## src/rtl/state_sequencer_pkg.sv

```systemverilog
// Shared definitions for the instruction step sequencer and its step decoder.
// Holds the step-code width, the idle code, the FSM state type and the named step codes.
package seq_pkg;

  localparam int STATE_W            = 4;
  localparam int NUM_STATES_DEFAULT = 9;
  localparam int SEL_W              = 15;

  // Decoders treat this code as "no step active" and drive an all-zero selector.
  localparam logic [STATE_W-1:0] IDLE_CODE = 4'hF;

  typedef enum logic {
    IDLE = 1'b0,
    RUN  = 1'b1
  } seq_state_e;

  localparam logic [STATE_W-1:0] STEP_FETCH = 4'd0;
  localparam logic [STATE_W-1:0] STEP_1     = 4'd1;
  localparam logic [STATE_W-1:0] STEP_2     = 4'd2;
  localparam logic [STATE_W-1:0] STEP_3     = 4'd3;
  localparam logic [STATE_W-1:0] STEP_4     = 4'd4;
  localparam logic [STATE_W-1:0] STEP_5     = 4'd5;
  localparam logic [STATE_W-1:0] STEP_6     = 4'd6;
  localparam logic [STATE_W-1:0] STEP_7     = 4'd7;
  localparam logic [STATE_W-1:0] STEP_8     = 4'd8;

  // One-hot selector for a step code; IDLE_CODE maps to all zeros.
  function automatic logic [SEL_W-1:0] step_selector(input logic [STATE_W-1:0] code);
    logic [SEL_W-1:0] sel;
    sel = '0;
    for (int unsigned i = 0; i < SEL_W; i++) begin
      if (code == STATE_W'(i)) sel[i] = 1'b1;
    end
    return sel;
  endfunction

endpackage

```

## src/rtl/state_sequencer_if.sv

```systemverilog
// Issue-side bundle of the step sequencer: start/ready handshake, run controls and status.
// The issue logic uses the master modport, the sequencer the slave modport.
interface state_sequencer_if #(
  parameter int STATE_W = seq_pkg::STATE_W,
  parameter int CNT_W   = 16
);

  logic               start;
  logic               ready;
  logic               stall;
  logic               early_end;
  logic               abort;
  logic [STATE_W-1:0] current_state;
  logic               busy;
  logic               done;
  logic [CNT_W-1:0]   instr_count;

  modport master (
    output start, stall, early_end, abort,
    input  ready, current_state, busy, done, instr_count
  );

  modport slave (
    input  start, stall, early_end, abort,
    output ready, current_state, busy, done, instr_count
  );

endinterface

```

## src/rtl/state_sequencer.sv

```systemverilog
// Instruction step sequencer: walks step codes 0..NUM_STATES-1, then parks on IDLE_CODE.
// Define SEQ_BACK2BACK_EN to accept the next start in the final step (no idle gap).
module state_sequencer
  import seq_pkg::*;
#(
  parameter int NUM_STATES = seq_pkg::NUM_STATES_DEFAULT,
  parameter int STATE_W    = seq_pkg::STATE_W,
  parameter int CNT_W      = 16
) (
  input  logic              clk,
  input  logic              rst_n,
  state_sequencer_if.slave  seq
);

  localparam logic [STATE_W-1:0] LAST_STEP = STATE_W'(NUM_STATES - 1);
  localparam logic [STATE_W-1:0] IDLE_STEP = STATE_W'(IDLE_CODE);

  seq_state_e         state_q, state_d;
  logic [STATE_W-1:0] step_q,  step_d;
  logic               done_q,  done_d;
  logic [CNT_W-1:0]   cnt_q,   cnt_d;
  logic               ready;
  logic               end_cond;

  // Priority inside RUN is abort > stall > end > advance.
  always_comb begin
    state_d  = state_q;
    step_d   = step_q;
    done_d   = 1'b0;
    cnt_d    = cnt_q;
    ready    = 1'b0;
    end_cond = seq.early_end || (step_q == LAST_STEP);

    unique case (state_q)
      IDLE: begin
        ready = 1'b1;
        if (seq.start) begin
          state_d = RUN;
          step_d  = '0;
        end
      end

      RUN: begin
        if (seq.abort) begin
          state_d = IDLE;
          step_d  = IDLE_STEP;
        end else if (!seq.stall) begin
          if (end_cond) begin
            done_d = 1'b1;
            cnt_d  = cnt_q + CNT_W'(1);
`ifdef SEQ_BACK2BACK_EN
            ready = 1'b1;
            if (seq.start) begin
              step_d = '0;
            end else begin
              state_d = IDLE;
              step_d  = IDLE_STEP;
            end
`else
            state_d = IDLE;
            step_d  = IDLE_STEP;
`endif
          end else begin
            step_d = step_q + STATE_W'(1);
          end
        end
      end

      default: begin
        state_d = IDLE;
        step_d  = IDLE_STEP;
      end
    endcase
  end

  always_ff @(posedge clk or negedge rst_n) begin
    if (!rst_n) begin
      state_q <= IDLE;
      step_q  <= IDLE_STEP;
      done_q  <= 1'b0;
      cnt_q   <= '0;
    end else begin
      state_q <= state_d;
      step_q  <= step_d;
      done_q  <= done_d;
      cnt_q   <= cnt_d;
    end
  end

  assign seq.ready         = ready;
  assign seq.current_state = step_q;
  assign seq.busy          = (state_q == RUN);
  assign seq.done          = done_q;
  assign seq.instr_count   = cnt_q;

  // Step codes between the last step and the idle code must never reach the decoder.
  a_legal_code: assert property (@(posedge clk) disable iff (!rst_n)
    (step_q == IDLE_STEP) || (step_q <= LAST_STEP));

  a_done_pulse: assert property (@(posedge clk) disable iff (!rst_n)
    done_q |=> !done_q);

  a_idle_code: assert property (@(posedge clk) disable iff (!rst_n)
    (state_q == IDLE) |-> (step_q == IDLE_STEP));

endmodule

```

## src/flat_wrapper.sv

```systemverilog
// flat-port wrapper written by rule: the top's interface ports become plain ports
module state_sequencer_flat import seq_pkg::*;
#(
  parameter int NUM_STATES = seq_pkg::NUM_STATES_DEFAULT,
  parameter int STATE_W    = seq_pkg::STATE_W,
  parameter int CNT_W      = 16
)
  (clk, rst_n, seq_start, seq_stall, seq_early_end, seq_abort, seq_ready, seq_current_state, seq_busy, seq_done, seq_instr_count);
  state_sequencer_if #(.STATE_W(STATE_W), .CNT_W(CNT_W)) seq_i ();
  input  logic clk;
  input  logic rst_n;
  input wire logic [$bits(seq_i.start)-1:0] seq_start;
  input wire logic [$bits(seq_i.stall)-1:0] seq_stall;
  input wire logic [$bits(seq_i.early_end)-1:0] seq_early_end;
  input wire logic [$bits(seq_i.abort)-1:0] seq_abort;
  output wire logic [$bits(seq_i.ready)-1:0] seq_ready;
  output wire logic [$bits(seq_i.current_state)-1:0] seq_current_state;
  output wire logic [$bits(seq_i.busy)-1:0] seq_busy;
  output wire logic [$bits(seq_i.done)-1:0] seq_done;
  output wire logic [$bits(seq_i.instr_count)-1:0] seq_instr_count;
  assign seq_i.start = seq_start;
  assign seq_i.stall = seq_stall;
  assign seq_i.early_end = seq_early_end;
  assign seq_i.abort = seq_abort;
  assign seq_ready = seq_i.ready;
  assign seq_current_state = seq_i.current_state;
  assign seq_busy = seq_i.busy;
  assign seq_done = seq_i.done;
  assign seq_instr_count = seq_i.instr_count;
  state_sequencer #(.NUM_STATES(NUM_STATES), .STATE_W(STATE_W), .CNT_W(CNT_W)) u_core (.clk(clk), .rst_n(rst_n), .seq(seq_i));
endmodule
```

## config.mk

```make
export PLATFORM = sky130hd
export DESIGN_NAME = state_sequencer_flat
export DESIGN_NICKNAME = d
export VERILOG_FILES = /design/src/rtl/state_sequencer_pkg.sv /design/src/rtl/state_sequencer_if.sv /design/src/rtl/state_sequencer.sv /design/src/flat_wrapper.sv
export SDC_FILE = /design/constraint.sdc
export NUM_CORES = 1
export LEC_CHECK = 0
export ABC_AREA = 0
export CORE_UTILIZATION = 40
export CTS_CLUSTER_DIAMETER = 50
export DETAILED_ROUTE_END_ITERATION = 8
export HOLD_SLACK_MARGIN = 0.15
export PLACE_DENSITY = 0.71
export SYNTH_ARGS = -nofsm -noshare
export SYNTH_HDL_FRONTEND = slang
export SYNTH_SLANG_ARGS = --single-unit
```

## constraint.sdc

```tcl
create_clock -name clk -period 1.9 [get_ports clk]
set_input_delay 0.57 -clock clk [delete_from_list [all_inputs] [get_ports clk]]
set_output_delay 0.57 -clock clk [all_outputs]
set_load 0.01 [all_outputs]
```

# --- Word level (Yosys, flattened, before mapping) ---
# Cells that the tools add are included.
word_totals:
  reg_bits: 22
  latchBits: 0
  ram_bits: 0
  rom_bits: 0
  in_bits: 6
  elab_cells: 30
  n_memories: 0
classes:
  n_addsub: 2
  mul: 0
  n_div: 0
  magnitude_cmp: 0
  eq_ne: 3
  n_shift: 0
  muxes: 15
  bitwise: 3
  reduce_logical: 3
ops:
  columns: ["op", "count"]
  rows:
  - ["$add 16x1->16 const B", 1]
  - ["$mux 4", 4]
  - ["$mux 1", 9]
  - ["$pmux 4 s2", 1]
  - ["$add 4x1->4 const B", 1]
  - ["$eq 4x4->1 const B", 1]
  - ["$reduce_and 4->1", 1]
  - ["$ne 3x3->1 const B", 1]
  - ["$not 1->1", 3]
  - ["$ne 2x2->1 const B", 1]
  - ["$pmux 1 s2", 1]
  - ["$reduce_and 2->1", 1]
  - ["$logic_or 1x1->1", 1]

# --- Depth between registers and ports, before layout ---
logic_depth:
  word_depth: 6
  mapped_depth: 6
  depth_no_buf: 6

# --- Worst setup path before layout ---
# OpenSTA, ideal clock, no wires.
synth_path:
  path_kind: "register to register"
  start: "register u_core.step_q[0] (netlist: u_core.seq.current_state[0])"
  end: "register u_core.step_q[2] (netlist: u_core.seq.current_state[2])"
  arrival_time_ns: 1.700
  t_required_ns: 1.815
  slack_ns: 0.116
  stages_incl_launch_ff: 7
  path_buffers: 0
  period_less_slack_ns: 1.784
  path_cell_list: "dfstp_2 -> inv_1 -> ha_1 -> and3b_2 -> or3_1 -> o31ai_1 -> a21oi_1"
synth_between:
  elab_chain_cells: 6
synth_lines:
  columns: ["element", "line", "text"]
  rows:
  - ["start: declaration", "state_sequencer.sv:19", "logic [STATE_W-1:0] step_q, step_d;"]
  - ["start signal: assignment", "state_sequencer.sv:84", "step_q <= step_d;"]
  - ["branches (longest 2 deep; another with $add 4x1->4)", null, null]
  - ["$mux 4 (*)", "state_sequencer.sv:48", "if (end_cond) begin"]
  - ["$mux 4 (*)", "state_sequencer.sv:47", "end else if (!seq.stall) begin"]
  - ["$mux 4 (*)", "state_sequencer.sv:44", "if (seq.abort) begin"]
  - ["$pmux 4 s2 (*)", "state_sequencer.sv:34", "unique case (state_q)"]
# Mark *: on every way between the ends. The select of a mux whose other input is x is not followed.
# A chain may end at the register's enable or synchronous reset.

# --- Worst setup path in the final report ---
layout_path:
  start: "register u_core.step_q[1] (netlist: u_core.seq.current_state[1])"
  end: "register u_core.step_q[2] (netlist: u_core.seq.current_state[2])"
# The elaborated chain is that of the path after synthesis.

==> results.sh <==
export IMPL_outcome="finished clean"
export IMPL_vias=990
export IMPL_ys_warn_count=0
export IMPL_crit_end="u_core.seq.current_state[2]"
export IMPL_grt_max_degree=23
export IMPL_critPathKind="flop to flop"
export IMPL_yosys_most_used_dff="dfrtp_1"
export IMPL_r2r_start="u_core.seq.current_state[1]"
export IMPL_ys_seq_area_share_pct=49.72
export IMPL_finalMaxSlewViolations=0
export IMPL_clockBufferDepth=2
export IMPL_reg2reg_slack_ps=60
export IMPL_critPathMaxStageDelay_ps=550
export IMPL_cts_tree="built"
export IMPL_dr_pass1_iters=4
export IMPL_syn_num_nets=109
export IMPL_maxSlewHeadroom_pct=70.38
export IMPL_die_y_microns=54.85
export IMPL_worstMarginPinSlew_ps=442.6
export IMPL_io_pins=29
export IMPL_layout_commonest_cell="buf_4"
export IMPL_clk_pin_slew_ps=120
export IMPL_synthTopCellsByArea="dfrtp_1 40%, dfstp_2 9.4%, xnor2_1 9.4%"
export IMPL_layout_common_cells="27 x buf_4, 22 x clkdlybuf4s50_1, 17 x dfrtp_1"
export IMPL_r2r_cells=7
export IMPL_arrival_ps=2100
export IMPL_period_share_pct=97.10
export IMPL_drt_iter0_markers=17
export IMPL_synth_top_area_cell="dfrtp_1"
export IMPL_grt_use_total_pct=18.82
export IMPL_multi_input_area_sq_um=554.3
export IMPL_async_flop_share_pct=100.0
export IMPL_clk_latency_ps=310
export IMPL_start_util_pct=43.52
export IMPL_p_leak_nw=0.8109
export IMPL_cts_buffers=3
export IMPL_fin_nets=169
export IMPL_ys_types=29
export IMPL_finalHoldViolCount=0
export IMPL_core_area_sq_mm=0.002567
export IMPL_fin_crit_ps=1845
export IMPL_fin_ws_ps=55.05
export IMPL_grt_antenna_before_repair=0
export IMPL_drv_cap=0
export IMPL_holdCritPathClass="flop to flop"
export IMPL_routedWlPerCell_microns=13.45
export IMPL_insertedDiodeCount=0
export IMPL_htree_levels=1
export IMPL_drive_gt1_share_pct=30.19
export IMPL_hold_ws_ps=483.1
export IMPL_die_w_microns=54.85
export IMPL_utilization_pct=65.69
export IMPL_io_buffers=28
export IMPL_wl_mm=2.542
export IMPL_cp_startpoint="u_core.seq.current_state[1]"
export IMPL_gp_congestion=0.7762
export IMPL_fillCellCount=218
export IMPL_crit_chain="buf_4 -> inv_1 -> ha_1 -> and3b_2 -> or3_4 -> o31ai_2 -> a21oi_1"
export IMPL_p_per_area_mw_per_mm2=804.4
export IMPL_rsz0062_at_grt="false"
export IMPL_final_setup_skew_ps=2.718
export IMPL_reg2reg_to="u_core.seq.current_state[2]"
export IMPL_area_growth_pct=50.95
export IMPL_tns_ps=0
export IMPL_drc=0
export IMPL_first_global_vias=920
export IMPL_yosys_register_bits=22
export IMPL_netlist_area_sq_mm=0.001117
export IMPL_cp_data_required_time_ps=2150
export IMPL_root_buffer="clkbuf_4"
export IMPL_setup_viol=0
export IMPL_synth_cells=100
export IMPL_place_area_sq_mm=0.001510
export IMPL_seqCellArea_sq_um=556.8
export IMPL_rows=18
export IMPL_design_area_sq_mm=0.001687
export IMPL_cp_max_fo=5
export IMPL_dp_hpwl_mm=1.715
export IMPL_startpoint_type="flop"
export IMPL_die_area_sq_mm=0.003009
export IMPL_yosysTopAreaCellShare_pct=40.31
export IMPL_grt_pass1_wl_mm=3.967
export IMPL_drtAntennaViolNets=0
export IMPL_pre_cts_slack_ps=-256.7
export IMPL_viasPerCell=5.238
export IMPL_synth_edff_count=0
export IMPL_overflow=0
export IMPL_cts_sinks=22
export IMPL_cp_end_kind="flop"
export IMPL_worst_path_max_delay_cell="dfstp_2"
export IMPL_fmax_ghz=0.5420
export IMPL_ir_worst_vdd_mv=0.7945
export IMPL_avgSynthCellArea_sq_um=11.17
-- report_power, final --
part	switching, mW	internal [mW]	total (mW)
combinational	0.230	0.274	0.504
clock	0.148	0.117	0.265
sequential	0.0424	0.545	0.587
-- critical path: cells and delay by family, from the launching register on --
kind	cells	cell delay, ps
AND/OR/NAND/NOR	2	590
flip-flops	1	550
AO/OA/AOI/OAI	2	270
adder cells (fa/ha/maj)	1	220
buffers and inverters	2	170
-- timing repair --
action                     4_1_cts  5_1_grt
hold endpoints to repair         0        0
pin swaps                        1        2
hold buffers                     0        0
setup buffers                    9        8
setup endpoints to repair       11        9
resized for setup                6        4
-- routing by layer --
metal	wire length (microns)	track usage, %	vias up
met1	1173	23.96	487
li1	-	-	475
met4	21	6.410	0
met2	1226	32.13	26
met3	121	2.778	2
met5	0	0	-
-- worst min-delay path by stage --
stage	start	end	slack, ps	cells after the start
2_1_floorplan	rst_n	u_core.seq.busy	270	0
3_3_place_gp	u_core.seq.instr_count[15]	u_core.seq.instr_count[15]	460	1
3_5_place_dp	u_core.seq.instr_count[15]	u_core.seq.instr_count[15]	460	1
4_1_cts	u_core.seq.instr_count[15]	u_core.seq.instr_count[15]	480	1
5_1_grt	u_core.seq.instr_count[15]	u_core.seq.instr_count[15]	500	1
6_report	u_core.seq.instr_count[15]	u_core.seq.instr_count[15]	480	1
-- kinds of logic after synthesis --
logic type | Yosys count | share of synthesized area (%)
XOR/XNOR | 15 | 11.76
AO/OA/AOI/OAI | 14 | 11.42
adder cells (fa/ha/maj) | 3 | 3.360
buffers and inverters | 6 | 2.016
flip-flops | 22 | 49.72
multiplexers | 1 | 1.008
AND/OR/NAND/NOR | 39 | 20.72
-- stage by stage --
stage | power (mW) | std cells
6_report | 1.357 | 189
5_1_grt | 1.442 | 189
3_5_place_dp | 1.022 | 168
3_3_place_gp | 1.010 | 168
4_1_cts | 1.318 | 181
2_1_floorplan | 0.8053 | 100
-- synth_stat cells, types with 2 or more instances --
master	instances
xor2_1	3
nor2_1	5
inv_1	6
ha_1	3
dfrtp_1	18
nor3_1	2
nand2_1	12
nand3_1	3
and3_1	4
nand4_1	6
o21ai_0	3
dfstp_2	4
a21oi_1	4
xnor2_1	12
-- flip-flops by register name, indices dropped and copies added, names as in the netlist --
| signal | flops |
|---|---|
| u_core.seq.busy | 1 |
| u_core.seq.done | 1 |
| u_core.seq.instr_count | 16 |
| u_core.seq.current_state | 4 |
-- area by class of cell --
| type | count | share of cell area, % |
|---|---|---|
| inverters | 6 | 1.335 |
| well taps | 30 | 2.226 |
| multi-input cells | 72 | 32.86 |
| clock buffers | 4 | 2.151 |
| flip-flops and latches | 22 | 33.01 |
| repair buffers | 55 | 28.41 |
(Power assumes the default switching activity.)
